$ cat src/rtl/savestate_seq.sv
// Save-state sequencer: moves one slot of 2**SECT_W sectors between backup RAM and the
// mounted SD save image through the hps_io sd_rd/sd_wr/sd_ack handshake.
module savestate_seq #(
   parameter int SECT_W    = 6,
   parameter int SLOT_W    = 2,
   parameter int TIMEOUT_W = 24
) (
   input  logic              clk_sys,
   input  logic              reset,
   input  logic              enable,
   input  logic              load_req,
   input  logic              save_req,
   input  logic [SLOT_W-1:0] slot,
   output logic [31:0]       sd_lba,
   output logic              sd_rd,
   output logic              sd_wr,
   input  logic              sd_ack,
   output logic              busy,
   output logic              loading,
   output logic              done,
   output logic              error
);

   localparam logic [1:0] S_IDLE = 2'd0;
   localparam logic [1:0] S_REQ  = 2'd1;
   localparam logic [1:0] S_XFER = 2'd2;

   localparam logic [SECT_W-1:0]    SECT_LAST = '1;
   localparam logic [TIMEOUT_W-1:0] TO_LAST   = '1;

   // Handshake: sd_rd/sd_wr stay high until sd_ack rises; sd_lba holds from request
   // until sd_ack falls, and only then does the sequencer advance or finish.
   logic [1:0]           state;
   logic                 old_load, old_save, old_ack;
   logic                 op;
   logic                 abort;
   logic [TIMEOUT_W-1:0] ack_cnt;
   logic [TIMEOUT_W-1:0] cnt_inc;
   logic                 start_load, start_save;
   logic                 ack_rise, ack_fall;
   logic [31:0]          slot_base;

   assign start_load = load_req & ~old_load & enable;
   assign start_save = save_req & ~old_save & enable;
   assign ack_rise   = sd_ack & ~old_ack;
   assign ack_fall   = ~sd_ack & old_ack;
   assign cnt_inc    = ack_cnt + TIMEOUT_W'(1);
   assign slot_base  = 32'({slot, {SECT_W{1'b0}}});
   assign busy       = (state != S_IDLE);

   always_ff @(posedge clk_sys or posedge reset) begin
      if (reset) begin
         state    <= S_IDLE;
         old_load <= 1'b0;
         old_save <= 1'b0;
         old_ack  <= 1'b0;
         op       <= 1'b0;
         abort    <= 1'b0;
         ack_cnt  <= '0;
         sd_lba   <= '0;
         sd_rd    <= 1'b0;
         sd_wr    <= 1'b0;
         loading  <= 1'b0;
         done     <= 1'b0;
         error    <= 1'b0;
      end else begin
         old_load <= load_req;
         old_save <= save_req;
         old_ack  <= sd_ack;
         done     <= 1'b0;
         case (state)
            S_IDLE: begin
               // Load wins a same-cycle tie with save.
               if (start_load | start_save) begin
                  op      <= start_load;
                  sd_lba  <= slot_base;
                  error   <= 1'b0;
                  loading <= start_load;
                  sd_rd   <= start_load;
                  sd_wr   <= ~start_load;
                  ack_cnt <= '0;
                  abort   <= 1'b0;
                  state   <= S_REQ;
               end
            end
            S_REQ: begin
               if (ack_rise) begin
                  // Once HPS starts a sector it cannot be aborted; XFER handles a lost enable.
                  sd_rd   <= 1'b0;
                  sd_wr   <= 1'b0;
                  ack_cnt <= '0;
                  abort   <= ~enable;
                  state   <= S_XFER;
               end else if (~enable || cnt_inc == TO_LAST) begin
                  sd_rd   <= 1'b0;
                  sd_wr   <= 1'b0;
                  error   <= 1'b1;
                  loading <= 1'b0;
                  state   <= S_IDLE;
               end else begin
                  ack_cnt <= cnt_inc;
               end
            end
            S_XFER: begin
               if (~enable) abort <= 1'b1;
               if (ack_fall) begin
                  if (abort | ~enable) begin
                     error   <= 1'b1;
                     loading <= 1'b0;
                     state   <= S_IDLE;
                  end else if (sd_lba[SECT_W-1:0] == SECT_LAST) begin
                     loading <= 1'b0;
                     done    <= 1'b1;
                     state   <= S_IDLE;
                  end else begin
                     sd_lba[SECT_W-1:0] <= sd_lba[SECT_W-1:0] + SECT_W'(1);
                     sd_rd <= op;
                     sd_wr <= ~op;
                     state <= S_REQ;
                  end
               end
            end
            default: state <= S_IDLE;
         endcase
      end
   end

endmodule

$ cat config.mk
export PLATFORM = sky130hd
export DESIGN_NAME = savestate_seq
export DESIGN_NICKNAME = d
export VERILOG_FILES = /design/src/rtl/savestate_seq.sv
export SDC_FILE = /design/constraint.sdc
export NUM_CORES = 1
export LEC_CHECK = 0
export ABC_CLOCK_PERIOD_IN_PS = 3800
export CORE_ASPECT_RATIO = 1.2
export CORE_MARGIN = 2
export CORE_UTILIZATION = 50
export DETAILED_ROUTE_END_ITERATION = 8
export PLACE_DENSITY = 0.79
export SYNTH_ARGS = -nofsm -noshare
export SYNTH_HDL_FRONTEND = slang
export SYNTH_SLANG_ARGS = --single-unit
export TNS_END_PERCENT = 50
$ cat constraint.sdc
create_clock -name clk_sys -period 3.8 [get_ports clk_sys]
set_clock_uncertainty 0.05 [all_clocks]
set_input_delay 0.38 -clock clk_sys [delete_from_list [all_inputs] [get_ports clk_sys]]
set_output_delay 0.38 -clock clk_sys [all_outputs]
set_load 0.01 [all_outputs]
==> impl_metrics.tcl, run 1 <==
set metrics [dict create \
    cts_tree "done" \
    ys_ff_latch 44 \
    critical_path_class "register to register" \
    grt_max_degree 45 \
    io_buffers 21 \
    wl_um 7020 \
    clock.fmax_mhz 307 \
    io_pins 46 \
    die-area_um2 6550 \
    yosys.area.top_type "dfrtp_1" \
    areaGrowthSynthToFinish_pct 9.77 \
    utilization 0.569 \
    crit_path_max_fanout 16 \
    grt_pass1_vias 2519 \
    detail_route.wl_per_cell_um 15.8 \
    setup_tns_ps 0 \
    post-route-period-util 0.858 \
    crit_path_top_delay_cell "or4_1" \
    irDropWorstVdd_uv 538 \
    clock_latency_ps 300 \
    worst_hold_path_type "register to register" \
    synth_edf_count 0 \
    initial_core_util 0.519 \
    num_antenna_cells 0 \
    viasPerCell 5.97 \
    p_int_uw 1010 \
    largest_reg_flops 24 \
    rr_worst_depth 8 \
    drt_first_iter_violations 273 \
    drc 0 \
    gr-usage-all-layers 0.229 \
    top_regs "ack_cnt: 24 flops, sd_lba: 8 flops, state: 2 flops" \
    layout_commonest_cell "dfrtp_1" \
    nNetsFinal 378 \
    min_to "sd_wr$_DFFE_PP0P_" \
    slew_headroom 0.423 \
    crit_family "simple AND/OR/NAND/NOR gates" \
    ant_nets 0 \
    gr-total-overflow 0 \
    crit_chain "ha_1 -> nand3_4 -> or4_1 -> or3_1 -> a21oi_2 -> a41oi_4 -> a221oi_4 -> mux2_1" \
    synthCells 346 \
    die_h_um 88.3 \
    hold_ws_ps 463 \
    yosysWarnings 0 \
    h-tree-depth 2 \
    setup_violations 0 \
    sequentialPowerShare 0.351 \
    p_leak_uw 0.00131 \
    powerDensity_nw_per_um2 529 \
    critPathLaunchType "register" \
    required_ps 3930 \
    async_reset_ff_frac 1.00 \
    hold_depth 1 \
    first_pass_iters 5 \
    vias 2650 \
    timing.rr.start "ack_cnt[1]$_DFFE_PP0P_" \
    design.core.area_um2 5710 \
    die_x_um 74.2 \
    drv_cap 0 \
    synthFlopType "dfrtp_1" \
    synth_area_leaders "dfrtp_1 (37%), o21ai_0 (7.3%), buf_4 (6.1%)" \
    cts_resized 0 \
    worst-path-buf-inv 0 \
    cts.clk_slew.worst_paths_ps 90 \
    layout_common_cells "dfrtp_1 (44), o21ai_0 (43), nand2_1 (37)" \
    avgSynthCellArea_um2 8.55 \
    antenna_found_initial 0 \
    r2r_slack_ps 540 \
    swShare 0.415 \
    ys_types 58 \
    dp_hpwl_um 4970 \
    grt_first_pass_wirelength_um 11700 \
    cts_root_buffer "clkbuf_8" \
    hold_buffers 0 \
    rr_endpoint "sd_wr$_DFFE_PP0P_" \
    core.rowCount 30 \
    tightest_slew_ps 866 \
    rsz0062_at_grt "false" \
    p_switching_uw 713 \
    cp-end-kind "register" \
    place_inst 436 \
    synth_top_area_frac 0.372 \
    synth_seq_area_share 0.372 \
    slew_violations 0 \
    synth_area_um2 2960 \
    cts.sink_count 44 \
    numCtsBuffers 5 \
    status "completed" \
    clockBufferDepth 2 \
    cpPeakStageDelay_ps 500 \
    place.gp.congestion 0.966 \
    cts_setup_buffers 0 \
    period_needed_ps 3260 \
    clkPwrFrac 0.184 \
    top_register "ack_cnt" \
    hold_viol_final 0 \
    combPwrFrac 0.465 \
    hp-start "sd_wr$_DFFE_PP0P_" \
    crit_arrival_ps 3390 \
    drive_gt1_frac 0.0714 \
    instances_no_fill 444 \
]
[layer usage]
layer,track usage,share of wire,up-vias
li1,-,-,1246
met1,0.294,0.43,1305
met2,0.381,0.50,80
met3,0.0296,0.035,19
met4,0.107,0.033,0
met5,0,0,-
[cells in the mapped netlist, drive strengths merged (6+ instances only)]
master / count
nand3: 15
nor4: 6
inv: 10
nor2b: 6
buf: 26
a21oi: 17
mux2: 6
ha: 7
o21ai: 43
dfrtp: 44
nor2: 19
nor3: 11
nand2: 37
nand4: 13
clkbuf: 12
nand2b: 7
[cell type report]
type	instances	area, um2
Multi-Input combinational cell	277	1670
Fill cell	524	2460
Inverter	10	37.5
Timing Repair Buffer	25	240
Clock inverter	2	15.0
Tap cell	80	100
Clock buffer	6	82.6
Sequential cell	44	1100
[power by group through the flow]
stage               combinational [uW]  clock, uW  sequential [uW]
floorplan                          536          0              617
global placement                   767          0              605
detailed placement                 785          0              610
CTS                                790        322              601
global route                       880        339              614
finish                             799        317              602
[kinds of logic after synthesis]
logic type | share of synthesized area
DFF | 0.372
muxes | 0.0296
AOI/OAI and AO/OA | 0.209
xor gates and xnor gates | 0.0148
and+or+nand+nor | 0.251
other | 0.00127
adders and majority gates | 0.0296
buffers and inverters | 0.0922
[how the worst max path moves through the flow]
| stage | startpoint | endpoint | cells after the start |
|---|---|---|---|
| floorplan | ack_cnt[1]$_DFFE_PP0P_ | sd_wr$_DFFE_PP0P_ | 8 |
| global placement | ack_cnt[1]$_DFFE_PP0P_ | sd_wr$_DFFE_PP0P_ | 8 |
| detailed placement | ack_cnt[1]$_DFFE_PP0P_ | sd_wr$_DFFE_PP0P_ | 8 |
| CTS | ack_cnt[1]$_DFFE_PP0P_ | sd_wr$_DFFE_PP0P_ | 8 |
| global route | ack_cnt[1]$_DFFE_PP0P_ | sd_wr$_DFFE_PP0P_ | 8 |
| finish | ack_cnt[1]$_DFFE_PP0P_ | sd_wr$_DFFE_PP0P_ | 8 |
[metrics by stage]
step	total power (uW)	area [um2]	setup slack [ps]
6_report	1720	3250	540
5_1_grt	1830	3250	347
4_1_cts	1710	3250	561
3_5_place_dp	1390	3150	570
3_3_place_gp	1370	3150	690
2_1_floorplan	1150	3050	948
No activity file was read; power rests on OpenSTA's default activity.
==> inputs of run 2 (changes only) <==
Settings changed: CORE_UTILIZATION 50 to 40, PLACE_DENSITY 0.79 to 0.66.
==> run 2 against run 1 <==
Compared with the run above: flip-flop and latch count is the same; register-to-register slack about the same; hold slack lost 16 ps; power up 10%; cell area up 2.0%; first-iteration DRC count is 33% lower; fmax grew 0.43%; global-route usage decreased by 3.5 points; largest cell class unchanged.
==> impl_metrics.tcl, run 2 (synthesis gave the netlist of run 1 again) <==
set metrics [dict create \
    viasPerCell 5.64 \
    numCtsBuffers 5 \
    io_pins 46 \
    critPathLaunchType "register" \
    h-tree-depth 2 \
    clock.fmax_mhz 308 \
    design.core.area_um2 7230 \
    top_register "ack_cnt" \
    vias 2553 \
    top_regs "ack_cnt: 24 flops, sd_lba: 8 flops, state: 2 flops" \
    cts_root_buffer "clkbuf_8" \
    place.gp.congestion 0.961 \
    tightest_slew_ps 940 \
    clock_latency_ps 300 \
    drc 0 \
    critical_path_class "register to register" \
    nNetsFinal 377 \
    io_buffers 21 \
    cts.clk_slew.worst_paths_ps 90 \
    post-route-period-util 0.854 \
    gr-usage-all-layers 0.194 \
    layout_commonest_cell "dfrtp_1" \
    setup_tns_ps 0 \
    drive_gt1_frac 0.0716 \
    die_x_um 82.5 \
    irDropWorstVdd_uv 462 \
    rsz0062_at_grt "false" \
    dp_hpwl_um 5040 \
    first_pass_iters 4 \
    required_ps 3930 \
    cp-end-kind "register" \
    ant_nets 0 \
    status "completed" \
    cts_resized 0 \
    gr-total-overflow 0 \
    die-area_um2 8100 \
    detail_route.wl_per_cell_um 15.7 \
    crit_path_top_delay_cell "or4_1" \
    grt_max_degree 45 \
    crit_arrival_ps 3380 \
    layout_common_cells "dfrtp_1 (44), o21ai_0 (43), nand2_1 (37)" \
    core.rowCount 34 \
    cts.sink_count 44 \
    drt_first_iter_violations 183 \
    largest_reg_flops 24 \
    slew_violations 0 \
    num_antenna_cells 0 \
    antenna_found_initial 0 \
    cpPeakStageDelay_ps 500 \
    crit_path_max_fanout 16 \
    clockBufferDepth 2 \
    areaGrowthSynthToFinish_pct 12.0 \
    initial_core_util 0.409 \
    worst_hold_path_type "register to register" \
    die_h_um 98.2 \
    setup_violations 0 \
    grt_first_pass_wirelength_um 12400 \
    cts_tree "done" \
    slew_headroom 0.373 \
    drv_cap 0 \
    cts_setup_buffers 0 \
    powerDensity_nw_per_um2 572 \
    crit_chain "ha_1 -> nand3_4 -> or4_1 -> or3_1 -> a21oi_2 -> a41oi_4 -> a221oi_4 -> mux2_1" \
    wl_um 7110 \
    hold_buffers 0 \
    p_leak_uw 0.00134 \
    grt_pass1_vias 2585 \
    hold_viol_final 0 \
    period_needed_ps 3250 \
    utilization 0.458 \
]
==> run 2: changes by cell type in the layout (fill, tap and decap cells not counted), sizes merged <==
| cell | previous run | this run |
|---|---|---|
| buf | 4 | 3 |
| inv | 9 | 10 |
| clkinv | 1 | 0 |
| bufinv | 0 | 3 |
| clkbuf | 6 | 5 |
| clkinvlp | 2 | 0 |
==> run 2: final timing paths <==
kind	startpoint	endpoint	slack (ps)	depth (start not counted)
setup / recovery	ack_cnt[1]$_DFFE_PP0P_	sd_wr$_DFFE_PP0P_	550	8
hold / removal	sd_wr$_DFFE_PP0P_	sd_wr$_DFFE_PP0P_	450	1
setup reg to reg	ack_cnt[1]$_DFFE_PP0P_	sd_wr$_DFFE_PP0P_	550	8
hold reg to reg	sd_wr$_DFFE_PP0P_	sd_wr$_DFFE_PP0P_	450	1
max in group asynchronous	reset	loading$_DFFE_PP0P_	2560	2
min in group asynchronous	reset	ack_cnt[7]$_DFFE_PP0P_	560	2
==> run 2: cell type report <==
type / count / area [um2]
Fill cell: 728 / 3920
Multi-Input combinational cell: 277 / 1670
Sequential cell: 44 / 1100
Timing Repair Buffer: 24 / 233
Tap cell: 90 / 113
Clock inverter: 3 / 90.1
Clock buffer: 5 / 68.8
Inverter: 10 / 37.5
==> run 2: metal layers <==
| layer | track usage | share of wire | vias to the layer above |
|---|---|---|---|
| li1 | - | - | 1242 |
| met1 | 0.263 | 0.44 | 1243 |
| met2 | 0.306 | 0.50 | 51 |
| met3 | 0.0287 | 0.028 | 17 |
| met4 | 0.0807 | 0.030 | 0 |
| met5 | 0 | 0 | - |
==> run 2: where the power goes <==
group / switching, uW / internal [uW]
sequential: 61.5 / 541
combinational: 477 / 317
clock: 172 / 329
==> run 2: per-stage QoR <==
stage	cell area, um2	setup WS [ps]	hold slack (ps)	instances	total power [uW]
floorplan	3050	948	361	369	1150
global placement	3160	695	430	445	1390
detailed placement	3160	598	430	445	1400
CTS	3310	571	453	453	1910
global route	3310	342	480	453	2030
finish	3310	554	447	453	1900
==> run 2: critical path: cells and delay by family (launching register included) <==
family,cells,cell delay (ps)
AO/OA/AOI/OAI,3,890
adder cells (fa/ha/maj),1,380
flip-flops,1,480
multiplexers,1,350
AND/OR/NAND/NOR,3,970
==> inputs of run 3 (changes only) <==
Settings changed: SETUP_SLACK_MARGIN set to 0.5.
==> run 3 against run 2 <==
Compared with the run above: sequential share of layout area shrank 0.32 points; count of clock-buffer cells in the layout is the same; power grew 0.32%; sequential power is essentially flat; register-to-register slack gained 110 ps; largest cell class unchanged; global-route usage is the same; non-clock buffer count grew 4; cell area grew 0.98%; wire length grew 0.39%; largest power group unchanged; setup slack gained 110 ps.
==> impl_metrics.tcl, run 3 (synthesis gave the netlist of run 1 again) <==
set metrics [dict create \
    viasPerCell 5.66 \
    io_buffers 21 \
    clock.fmax_mhz 319 \
    powerDensity_nw_per_um2 568 \
    drc 0 \
    p_switching_uw 713 \
    drt_first_iter_violations 191 \
    layout_commonest_cell "dfrtp_1" \
    top_register "ack_cnt" \
    layout_common_cells "dfrtp_1 (44), o21ai_0 (43), nand2_1 (37)" \
    drv_cap 0 \
    vias 2588 \
    areaGrowthSynthToFinish_pct 13.1 \
    required_ps 3930 \
    post-route-period-util 0.825 \
    detail_route.wl_per_cell_um 15.6 \
    die_x_um 82.5 \
    slew_violations 0 \
    critical_path_class "register to register" \
    irDropWorstVdd_uv 466 \
    crit_arrival_ps 3270 \
    combPwrFrac 0.418 \
    largest_reg_flops 24 \
    initial_core_util 0.409 \
    cts.sink_count 44 \
    cp-end-kind "register" \
    status "completed" \
    p_leak_uw 0.00136 \
    worst-path-buf-inv 0 \
    worst_hold_path_type "register to register" \
    clkPwrFrac 0.265 \
    clockBufferDepth 2 \
    first_pass_iters 4 \
    tightest_slew_ps 931 \
    critPathLaunchType "register" \
    cts_root_buffer "clkbuf_8" \
    hold_ws_ps 446 \
    cts.clk_slew.worst_paths_ps 90 \
    grt_first_pass_wirelength_um 12400 \
    num_antenna_cells 0 \
    setup_violations 0 \
    ant_nets 0 \
    setup_tns_ps 0 \
    crit_path_max_fanout 11 \
    crit_path_top_delay_cell "or4_1" \
    p_int_uw 1190 \
    grt_pass1_vias 2585 \
    cpPeakStageDelay_ps 500 \
    place.gp.congestion 0.961 \
    nNetsFinal 381 \
    clock_latency_ps 300 \
    hold_viol_final 0 \
    wl_um 7140 \
    gr-usage-all-layers 0.194 \
    cts_tree "done" \
    swShare 0.375 \
    drive_gt1_frac 0.0845 \
    gr-total-overflow 0 \
    antenna_found_initial 0 \
    die_h_um 98.2 \
    sequentialPowerShare 0.316 \
    top_regs "ack_cnt: 24 flops, sd_lba: 8 flops, state: 2 flops" \
    design.core.area_um2 7230 \
    h-tree-depth 2 \
    slew_headroom 0.379 \
    crit_chain "ha_2 -> nand3_4 -> or4_1 -> or3_1 -> a21oi_2 -> a41oi_4 -> a221oi_4 -> mux2_1" \
    numCtsBuffers 5 \
    grt_max_degree 45 \
    die-area_um2 8100 \
    crit_family "simple AND/OR/NAND/NOR gates" \
    period_needed_ps 3130 \
    hold_buffers 0 \
    io_pins 46 \
    core.rowCount 34 \
    rsz0062_at_grt "false" \
    dp_hpwl_um 5040 \
]
[run 3: cell count changes in the layout (fill, tap and decap cells not counted), sizes merged]
cell / change
buf: +4
[run 3: area by class of cell]
type                    instances  area (um2)
clock inverters                 3        90.1
repair buffers                 28         263
inverters                      10        37.5
clock buffers                   5        68.8
flip-flops and latches         44        1100
fillers                       727        3880
well taps                      90         113
multi-input cells             277        1670
[run 3: final timing paths]
path / from / end / slack (ps) / cells past startpoint
worst max register to register: ack_cnt[1]$_DFFE_PP0P_ / sd_wr$_DFFE_PP0P_ / 670 / 8
worst min register to register: sd_wr$_DFFE_PP0P_ / sd_wr$_DFFE_PP0P_ / 450 / 1
max in group asynchronous: reset / state[1]$_DFFE_PP0P_ / 2580 / 2
min in group asynchronous: reset / ack_cnt[1]$_DFFE_PP0P_ / 550 / 2
worst max-delay path: ack_cnt[1]$_DFFE_PP0P_ / sd_wr$_DFFE_PP0P_ / 670 / 8
worst min-delay path: sd_wr$_DFFE_PP0P_ / sd_wr$_DFFE_PP0P_ / 450 / 1
[run 3: metrics by stage]
stage	std cells	instance area, um2	util	power (uW)	setup WS, ps
final	457	3350	0.463	1900	666
after global routing	457	3350	0.463	2040	490
after CTS	453	3310	0.458	1910	571
after detailed placement	445	3160	0.436	1400	598
after global placement	445	3160	0.436	1390	695
after floorplan	369	3050	-	1150	948
[run 3: power by group through the flow]
stage                     Clock [uW]  Combinational, uW  Sequential (uW)
after floorplan                    0                536              617
after global placement             0                781              607
after detailed placement           0                790              611
after CTS                        512                794              602
after global routing             527                896              613
final                            504                796              602
[run 3: worst reg2reg max path, delay by kind of cell, from the launching register on]
| family | cells | cell delay (ps) |
|---|---|---|
| flops | 1 | 480 |
| simple gates | 3 | 970 |
| compound gates | 3 | 860 |
| fa+ha+maj | 1 | 320 |
| mux | 1 | 350 |
[run 3: per-layer routing]
metal,wire length [um],track usage,vias up
met1,3020,0.263,1251
met5,0,0,-
li1,-,-,1249
met4,227,0.0807,0
met3,296,0.0287,19
met2,3590,0.306,69
[run 3: timing repair]
item | 4_1_cts | 5_1_grt
resized for setup | 0 | 1
setup endpoints to repair | 0 | 4
setup buffers | 0 | 4
